**config.mk**
```make
export PLATFORM = sky130hd
export DESIGN_NAME = lane_select_arb
export DESIGN_NICKNAME = d
export VERILOG_FILES = /design/src/rtl/lane_select_arb.sv
export SDC_FILE = /design/constraint.sdc
export NUM_CORES = 1
export LEC_CHECK = 0
export ABC_AREA = 1
export CAP_MARGIN = 40
export CORE_ASPECT_RATIO = 0.7
export CORE_MARGIN = 2
export CORE_UTILIZATION = 50
export DETAILED_ROUTE_END_ITERATION = 8
export PLACE_DENSITY = 0.88
export SLEW_MARGIN = 5
export SYNTH_ARGS = -nofsm -noshare
export SYNTH_HDL_FRONTEND = slang
export SYNTH_SLANG_ARGS = --single-unit
```
**constraint.sdc**
```tcl
create_clock -name clk -period 3.74 [get_ports clk]
set_input_delay 0.561 -clock clk [delete_from_list [all_inputs] [get_ports clk]]
set_output_delay 0.561 -clock clk [all_outputs]
set_load 0.01 [all_outputs]
```
**src/rtl/lane_select_arb.sv**
```systemverilog
// ============================================================================
//  Module      : lane_select_arb
//  Description : Merges NUM_LANES valid/ready lanes onto one registered
//                valid/ready stream. Round-robin selection, or a single
//                static lane when FIXED_LANE >= 0. Saturating grant counter.
//  Revision    : 1.0  initial release
// ============================================================================
`default_nettype none

module lane_select_arb #(
  parameter int NUM_LANES  = 4,
  parameter int WIDTH      = 8,
  parameter int FIXED_LANE = -1,
  parameter int CNT_W      = 16
) (
  input  logic                                               clk,
  input  logic                                               rst_n,
  input  logic [NUM_LANES-1:0]                               in_valid,
  output logic [NUM_LANES-1:0]                               in_ready,
  input  logic [NUM_LANES*WIDTH-1:0]                         in_data,
  output logic                                               out_valid,
  input  logic                                               out_ready,
  output logic [WIDTH-1:0]                                   out_data,
  output logic [((NUM_LANES > 1) ? $clog2(NUM_LANES) : 1)-1:0] out_lane,
  output logic [CNT_W-1:0]                                   grant_cnt
);

  localparam int LW = (NUM_LANES > 1) ? $clog2(NUM_LANES) : 1;
  localparam logic [NUM_LANES-1:0] ONE_LANE = NUM_LANES'(1);

  logic [LW-1:0]    grant;
  logic             found;
  logic             load_en;
  logic             xfer;
  logic [WIDTH-1:0] sel_data;

  logic             out_valid_q, out_valid_d;
  logic [WIDTH-1:0] out_data_q,  out_data_d;
  logic [LW-1:0]    out_lane_q,  out_lane_d;
  logic [CNT_W-1:0] cnt_q,       cnt_d;

  // Out-of-range static lane is a configuration error, caught at elaboration.
  if (FIXED_LANE >= NUM_LANES) begin : g_bad_fixed
    $error("lane_select_arb: FIXED_LANE out of range");
  end

  if (FIXED_LANE >= 0) begin : g_fixed
    // Clamp keeps the index legal even when the elaboration check fires.
    localparam int FL = (FIXED_LANE < NUM_LANES) ? FIXED_LANE : 0;
    assign found = in_valid[FL];
    assign grant = LW'(FL);
  end else begin : g_rr
    logic [LW-1:0] ptr_q, ptr_d;

    // Scan lanes starting at the pointer; first valid lane wins.
    always_comb begin
      int idx;
      idx   = 0;
      grant = '0;
      found = 1'b0;
      for (int k = 0; k < NUM_LANES; k++) begin
        idx = int'(ptr_q) + k;
        if (idx >= NUM_LANES) idx = idx - NUM_LANES;
        if (!found && in_valid[idx]) begin
          grant = idx[LW-1:0];
          found = 1'b1;
        end
      end
    end

    // Pointer moves just past the granted lane, only on an accepted word.
    always_comb begin
      ptr_d = ptr_q;
      if (xfer) begin
        ptr_d = (grant == LW'(NUM_LANES - 1)) ? '0 : grant + 1'b1;
      end
    end

    // Round-robin pointer register.
    always_ff @(posedge clk or negedge rst_n) begin
      if (!rst_n) ptr_q <= '0;
      else        ptr_q <= ptr_d;
    end
  end

  // One-entry output stage: refill whenever empty or being drained.
  assign load_en  = !out_valid_q | out_ready;
  // rst_n gating keeps every ready low while reset is held.
  assign xfer     = rst_n & load_en & found;
  assign in_ready = xfer ? (ONE_LANE << grant) : '0;
  assign sel_data = in_data[grant*WIDTH +: WIDTH];

  // Next state of the output register and the saturating grant counter.
  always_comb begin
    out_valid_d = out_valid_q;
    out_data_d  = out_data_q;
    out_lane_d  = out_lane_q;
    cnt_d       = cnt_q;
    if (xfer) begin
      out_valid_d = 1'b1;
      out_data_d  = sel_data;
      out_lane_d  = grant;
      if (cnt_q != '1) cnt_d = cnt_q + 1'b1;
    end else if (out_ready) begin
      out_valid_d = 1'b0;
    end
  end

  // Output register; async reset discards any held word.
  always_ff @(posedge clk or negedge rst_n) begin
    if (!rst_n) begin
      out_valid_q <= 1'b0;
      out_data_q  <= '0;
      out_lane_q  <= '0;
      cnt_q       <= '0;
    end else begin
      out_valid_q <= out_valid_d;
      out_data_q  <= out_data_d;
      out_lane_q  <= out_lane_d;
      cnt_q       <= cnt_d;
    end
  end

  assign out_valid = out_valid_q;
  assign out_data  = out_data_q;
  assign out_lane  = out_lane_q;
  assign grant_cnt = cnt_q;

endmodule

`default_nettype wire

```
# Word-level counts from Yosys, hierarchy flattened
# Index checks and enable logic that the tools add are counted.
# word_totals
register_bits	29
inputBits	39
# op_classes
eq_ne	2
bitwise	3
magnitude_cmp	8
n_shift	2
n_mux	28
n_reduce_logical	9
n_addsub	9
# ops
operator	count
less-than comparator 32 x 4 -> 1 bit, second input constant	4
2-to-1 mux 32 bit	4
variable part select 32 x 6 -> 8 bit	1
adder 16 x 1 -> 16 bit, second input constant	1
inequality test 16 bit, second input constant	1
2-to-1 mux 1 bit	14
subtractor 3 x 3 -> 4 bit, second input constant	3
2-to-1 mux 2 bit	5
>= comparator 3 bit, second input constant	3
binary-select mux 1 bit (select 2 bit)	4
adder 2 x 2 -> 3 bit, second input constant	2
zero test 1 bit	4
2-to-1 mux 4 bit	1
<< shifter 1 x 2 -> 4 bit, first input constant	1
subtractor 2 x 3 -> 4 bit, second input constant	1
adder 2 x 1 -> 3 bit, second input constant	1
>= comparator 2 x 3 -> 1 bit, second input constant	1
logical AND 1 bit	3
adder 2 x 1 -> 2 bit, second input constant	1
AND 1 bit	2
equality test 2 bit, second input constant	1
AND reduction 2 bit	1
nonzero test 2 bit	1
OR 1 bit	1

# Logic depth before layout (Yosys ltp)
# logic_depth
ltp_word	17
mapped_depth	15
depth_no_buf	14

# Worst setup path after synthesis
# No wires, ideal clock.
# synth_path
path_type	input-to-output
from	input port in_valid[3]
to	output port in_ready[3]
path_slack_ns	1.352
n_path_buf	1
t_arrival_ns	1.827
path_stages	13
path_cell_list	inv_1 nand2_1 nand3_2 nand2_2 nor2_4 nand3_1 nand2_2 nand2_4 buf_6 inv_2 ha_1 inv_1 nor2_1
# synth_via
elab_chain_cells	15
elab_cells_between_ends	29
# synth_lines
element	line	source
start: declaration	18	input logic [NUM_LANES-1:0] in_valid,
binary-select mux 1 bit (select 2 bit)	64	if (!found && in_valid[idx]) begin
2-to-1 mux 1 bit (not written as such) (2 in a row)	64	
2-to-1 mux 1 bit	64	
zero test 1 bit	64	
logical AND 1 bit	64	
2-to-1 mux 1 bit	64	
zero test 1 bit	64	
logical AND 1 bit	64	
2-to-1 mux 1 bit	64	
zero test 1 bit	64	
logical AND 1 bit	64	
2-to-1 mux 2 bit / 2-to-1 mux 1 bit (equally long branches)	64	
<< shifter 1 x 2 -> 4 bit / AND 1 bit (equally long branches)	90, 89	
2-to-1 mux 4 bit (*)	90	assign in_ready = xfer ? (ONE_LANE << grant) : '0;
end: declaration	19	output logic [NUM_LANES-1:0] in_ready,
# Every way passes the cells marked *; elsewhere a longest branch is shown, timed or not. The select of a mux whose other input is x is not followed.

# Worst setup path in the final report
# layout_path
from	input port in_valid[1]
to	output port in_ready[3]
# Same word-level chain as after synthesis.

==> results summary <==
The clock transition at the registers of the reported paths is 0.06 ns. Dividing the final minimum period by the clock period gives 90.9%. The worst setup path startpoint is in_valid[1].

The library cells used most frequently in the layout, excluding fill and tap cells, are sky130_fd_sc_hd__nand2_1 (128), sky130_fd_sc_hd__clkdlybuf4s50_1 (69), sky130_fd_sc_hd__inv_1 (51). The fraction of the core area covered by cells at the end of the flow came out at 70.4%. The weighted congestion reported at the end of routability-driven placement is about 0.86.

The final-layout setup total negative slack came out at 0 ns. The total iterations of the first detailed-routing run is 4. The total clock sinks is 29. STA classifies the critical path endpoint as an output port. The signed area change from the synthesized netlist to the final layout is 38.0%. Yosys attributes the largest share of cell area to sky130_fd_sc_hd__dfrtp_1 (33%), sky130_fd_sc_hd__nand2_1 (22%), sky130_fd_sc_hd__nand3_1 (11%), sky130_fd_sc_hd__inv_1 (8.8%), sky130_fd_sc_hd__nor2_1 (3.1%). Across the routed clock network, the largest skew measured is 0.00558 ns. The number of warnings reported in the yosys synthesis log is 0. STA classifies the critical path startpoint as a primary input. The area of the mapped netlist came out at roughly 2200 sq um. The via density per instance is 4.99. The number of routed nets with antenna violations came out at 0. The number of failing hold endpoints at the final stage was 0. The origin of the critical flop-to-flop path is g_rr.ptr_q[0]. Static timing analysis puts the maximum clock frequency at 0.294 GHz. The fraction of final layout cells with drive strength greater than 1 is 9.49%. The count of maximum capacitance violations came out at 0.

The number of buffers inserted by port buffering came out at 69. The CTS tree is yes. The critical-path maximum fanout came out at 18. The transition at the pin with the smallest max-transition slack is between 0.5 and 0.6 ns.

The critical path goes through clkdlybuf4s50_1 > inv_1 > nand2_1 > nand3_2 > nand2_2 > nor2_4 > nand3_1 > nand2_2 > nand2_4 > inv_2 > ha_1 > inv_1 > nor2_1 > clkdlybuf4s50_1. The number of ports placed on the die boundary came out at 70. The H-tree depth is 2.

Setup repair after global routing left no endpoint under its margin. Leaving out fill and tap cells, the most frequent cell in the layout is sky130_fd_sc_hd__nand2_1. The buffer levels on the longest clock path is 2. Post-CTS repair changed the size of 0 cells. The run finished with clean final reports. Buffers added to address setup during post-CTS repair amount to 0. The source of the worst hold timing path is out_data[5]. The total global routing overflow came out at 0.

The root buffer cell is sky130_fd_sc_hd__clkbuf_8. The register bit count reported by yosys came out at 29. The floorplan step defined a die boundary enclosing 4920 sq um. The number of hold buffers added after CTS was 0.

Of all cell types, the one taking the most synthesized area is sky130_fd_sc_hd__dfrtp_1. The path category of the worst min-delay check is reg -> reg. Registers take 726 sq um.

The final route contains 2327 vias. The multi-input gate area in the final layout came out at between 1000 and 1500 sq um. The highest ir drop seen on vdd is a little under 500 uV. The share of the Yosys chip area taken by registers is 33.2%. The area share of the leading cell type in the synthesized netlist came out at 33.2%.

Setup violations remaining at the end of the flow were counted as 0. The leakage component of the power came out at about 1.6 nW. The placeable core region is 4280 sq um.

The total CTS buffers is 5. For this design the ratio of total power to cell area is 755 nW/um^2. The initial cell density of the core came out at 51.0%. The count of unresolved DRC violations after routing is 0.

Counting I/O delays and the setup requirement, the final critical path takes 3.40 ns. In this design, the stage delay of the slowest critical-path cell is roughly 0.56 ns. The die width is around 83 microns. The sum of net half-perimeters after detailed placement is 4.21 mm. The net total in the final layout came out at about 450. The repair_antennas step left the layout with diodes totalling 0. The largest net degree at the start of global routing is 30. The filler cells instantiated in the layout total 352.

After synthesis, the mean cell area works out to 6.48 sq um. The floorplan row count is 20. The final routed wirelength across all metal layers came out at 5.46 mm. The vertical die dimension came out at roughly 59 microns.

The number of instances in the synthesized netlist is roughly 340. The detailed router's first-iteration violation count is approximately 170. The worst max-slew margin expressed relative to the limit came out at 66.5%. The overall routing resource usage came out at between 20% and 30%. The proportion of register bits with asynchronous set or reset after synthesis came out at between 90% and 100%. The data arrival at the endpoint of the critical path came out at 2.84 ns. Synthesis produced a netlist with a net count of roughly 380.

The netlist uses 31 different library cells. The number of antenna violations at the first check in global routing was 0. The latest clock arrival within the worst-skew pair is between 0.2 and 0.3 ns. Together, buffers and inverters on the worst path number 5.

The worst endpoint required time is 3.18 ns. The family of cells with the greatest summed delay on the critical path is buffers and inverters. The first global-routing pass estimated ~9.3 mm of wire. The max-slew violation total from the final report came out at 0. The wire length per cell is ~12 microns. The via count of the first global-routing pass came out at 2188. The library cell contributing the largest single delay on the critical path is sky130_fd_sc_hd__clkdlybuf4s50_1.

The synthesized design contains 0 enable-type register cells. The dominant synthesized flop cell is sky130_fd_sc_hd__dfrtp_1. The setup path with the least slack is of type in -> out.
## worst register-to-register path, delay by kind of cell (launching register included)
family	cells	cell delay, ns
simple gates	9	0.83
buf+inv	3	0.42
flops	1	0.59
compound gates	1	0.40
## area by class of cell
class | count | share of cell area, %
tap | 55 | 2.28
multi-input combinational | 243 | 38.8
clock buffer | 7 | 3.20
inverter | 56 | 7.06
timing repair buffer | 75 | 24.4
sequential | 29 | 24.1
clock inverter | 1 | 0.166
## layer usage
layer / part of all wire, % / track usage (%)
met5: 0 / 0
met2: 48 / 41.4
met1: 44 / 28.8
met4: 2.5 / 9.84
met3: 4.9 / 4.87
## cell usage after synthesis, types with 3 or more instances
| master | number |
|---|---|
| sky130_fd_sc_hd__buf_2 | 4 |
| sky130_fd_sc_hd__buf_6 | 3 |
| sky130_fd_sc_hd__dfrtp_1 | 29 |
| sky130_fd_sc_hd__inv_1 | 51 |
| sky130_fd_sc_hd__inv_2 | 4 |
| sky130_fd_sc_hd__nand2_1 | 128 |
| sky130_fd_sc_hd__nand2_2 | 8 |
| sky130_fd_sc_hd__nand2_4 | 3 |
| sky130_fd_sc_hd__nand3_1 | 50 |
| sky130_fd_sc_hd__nor2_1 | 18 |
| sky130_fd_sc_hd__o21ai_1 | 6 |
| sky130_fd_sc_hd__o21ai_2 | 3 |
| sky130_fd_sc_hd__xnor2_1 | 4 |
| sky130_fd_sc_hd__xor2_1 | 5 |
## power by group
group	switching [W]	total (W)	internal, W
Clock	0.000121	0.000287	0.000166
Combinational	0.000858	0.00147	0.000613
Sequential	0.000100	0.000517	0.000417
## through the flow
step	worst slack, ns	power (W)	std cells	hold WS [ns]	instance area [sq um]
4_1_cts	0.356	0.00228	466	0.483	3010
3_5_place_dp	0.356	0.00199	458	0.464	2910
3_3_place_gp	0.468	0.00194	458	0.463	2910
2_1_floorplan	1.35	0.00153	337	0.265	2180
5_1_grt	0.195	0.00248	466	0.491	3010
6_report	0.342	0.00227	466	0.480	3010
## state kept, by name, summed over array words and instances (netlist names)
signal and count:
out_valid 1, out_data 8, g_rr.ptr_q 2, out_lane 2
grant_cnt 16
## kinds of logic (layout without fill, tap and decap cells)
logic type	Yosys count	in the layout	share of synthesized area, %
AO/OA/AOI/OAI	14	14	4.36
buffers and inverters	65	139	13.2
XOR/XNOR	9	9	3.61
adder cells (fa/ha/maj)	2	2	1.15
AND/OR/NAND/NOR	218	218	44.4
flip-flops	29	29	33.2
## path summary, 6_finish.rpt
| check | depth (start not counted) | slack (ns) | end |
|---|---|---|---|
| min in group asynchronous | 2 | 0.68 | grant_cnt[3] |
| max in group asynchronous | 2 | 2.79 | grant_cnt[11] |
| min reg2reg | 2 | 0.48 | out_data[5] |
| max reg2reg | 13 | 1.39 | grant_cnt[6] |
| max | 14 | 0.34 | in_ready[3] |
| min | 2 | 0.48 | out_data[5] |
No activity file was read; power rests on OpenSTA's default activity.
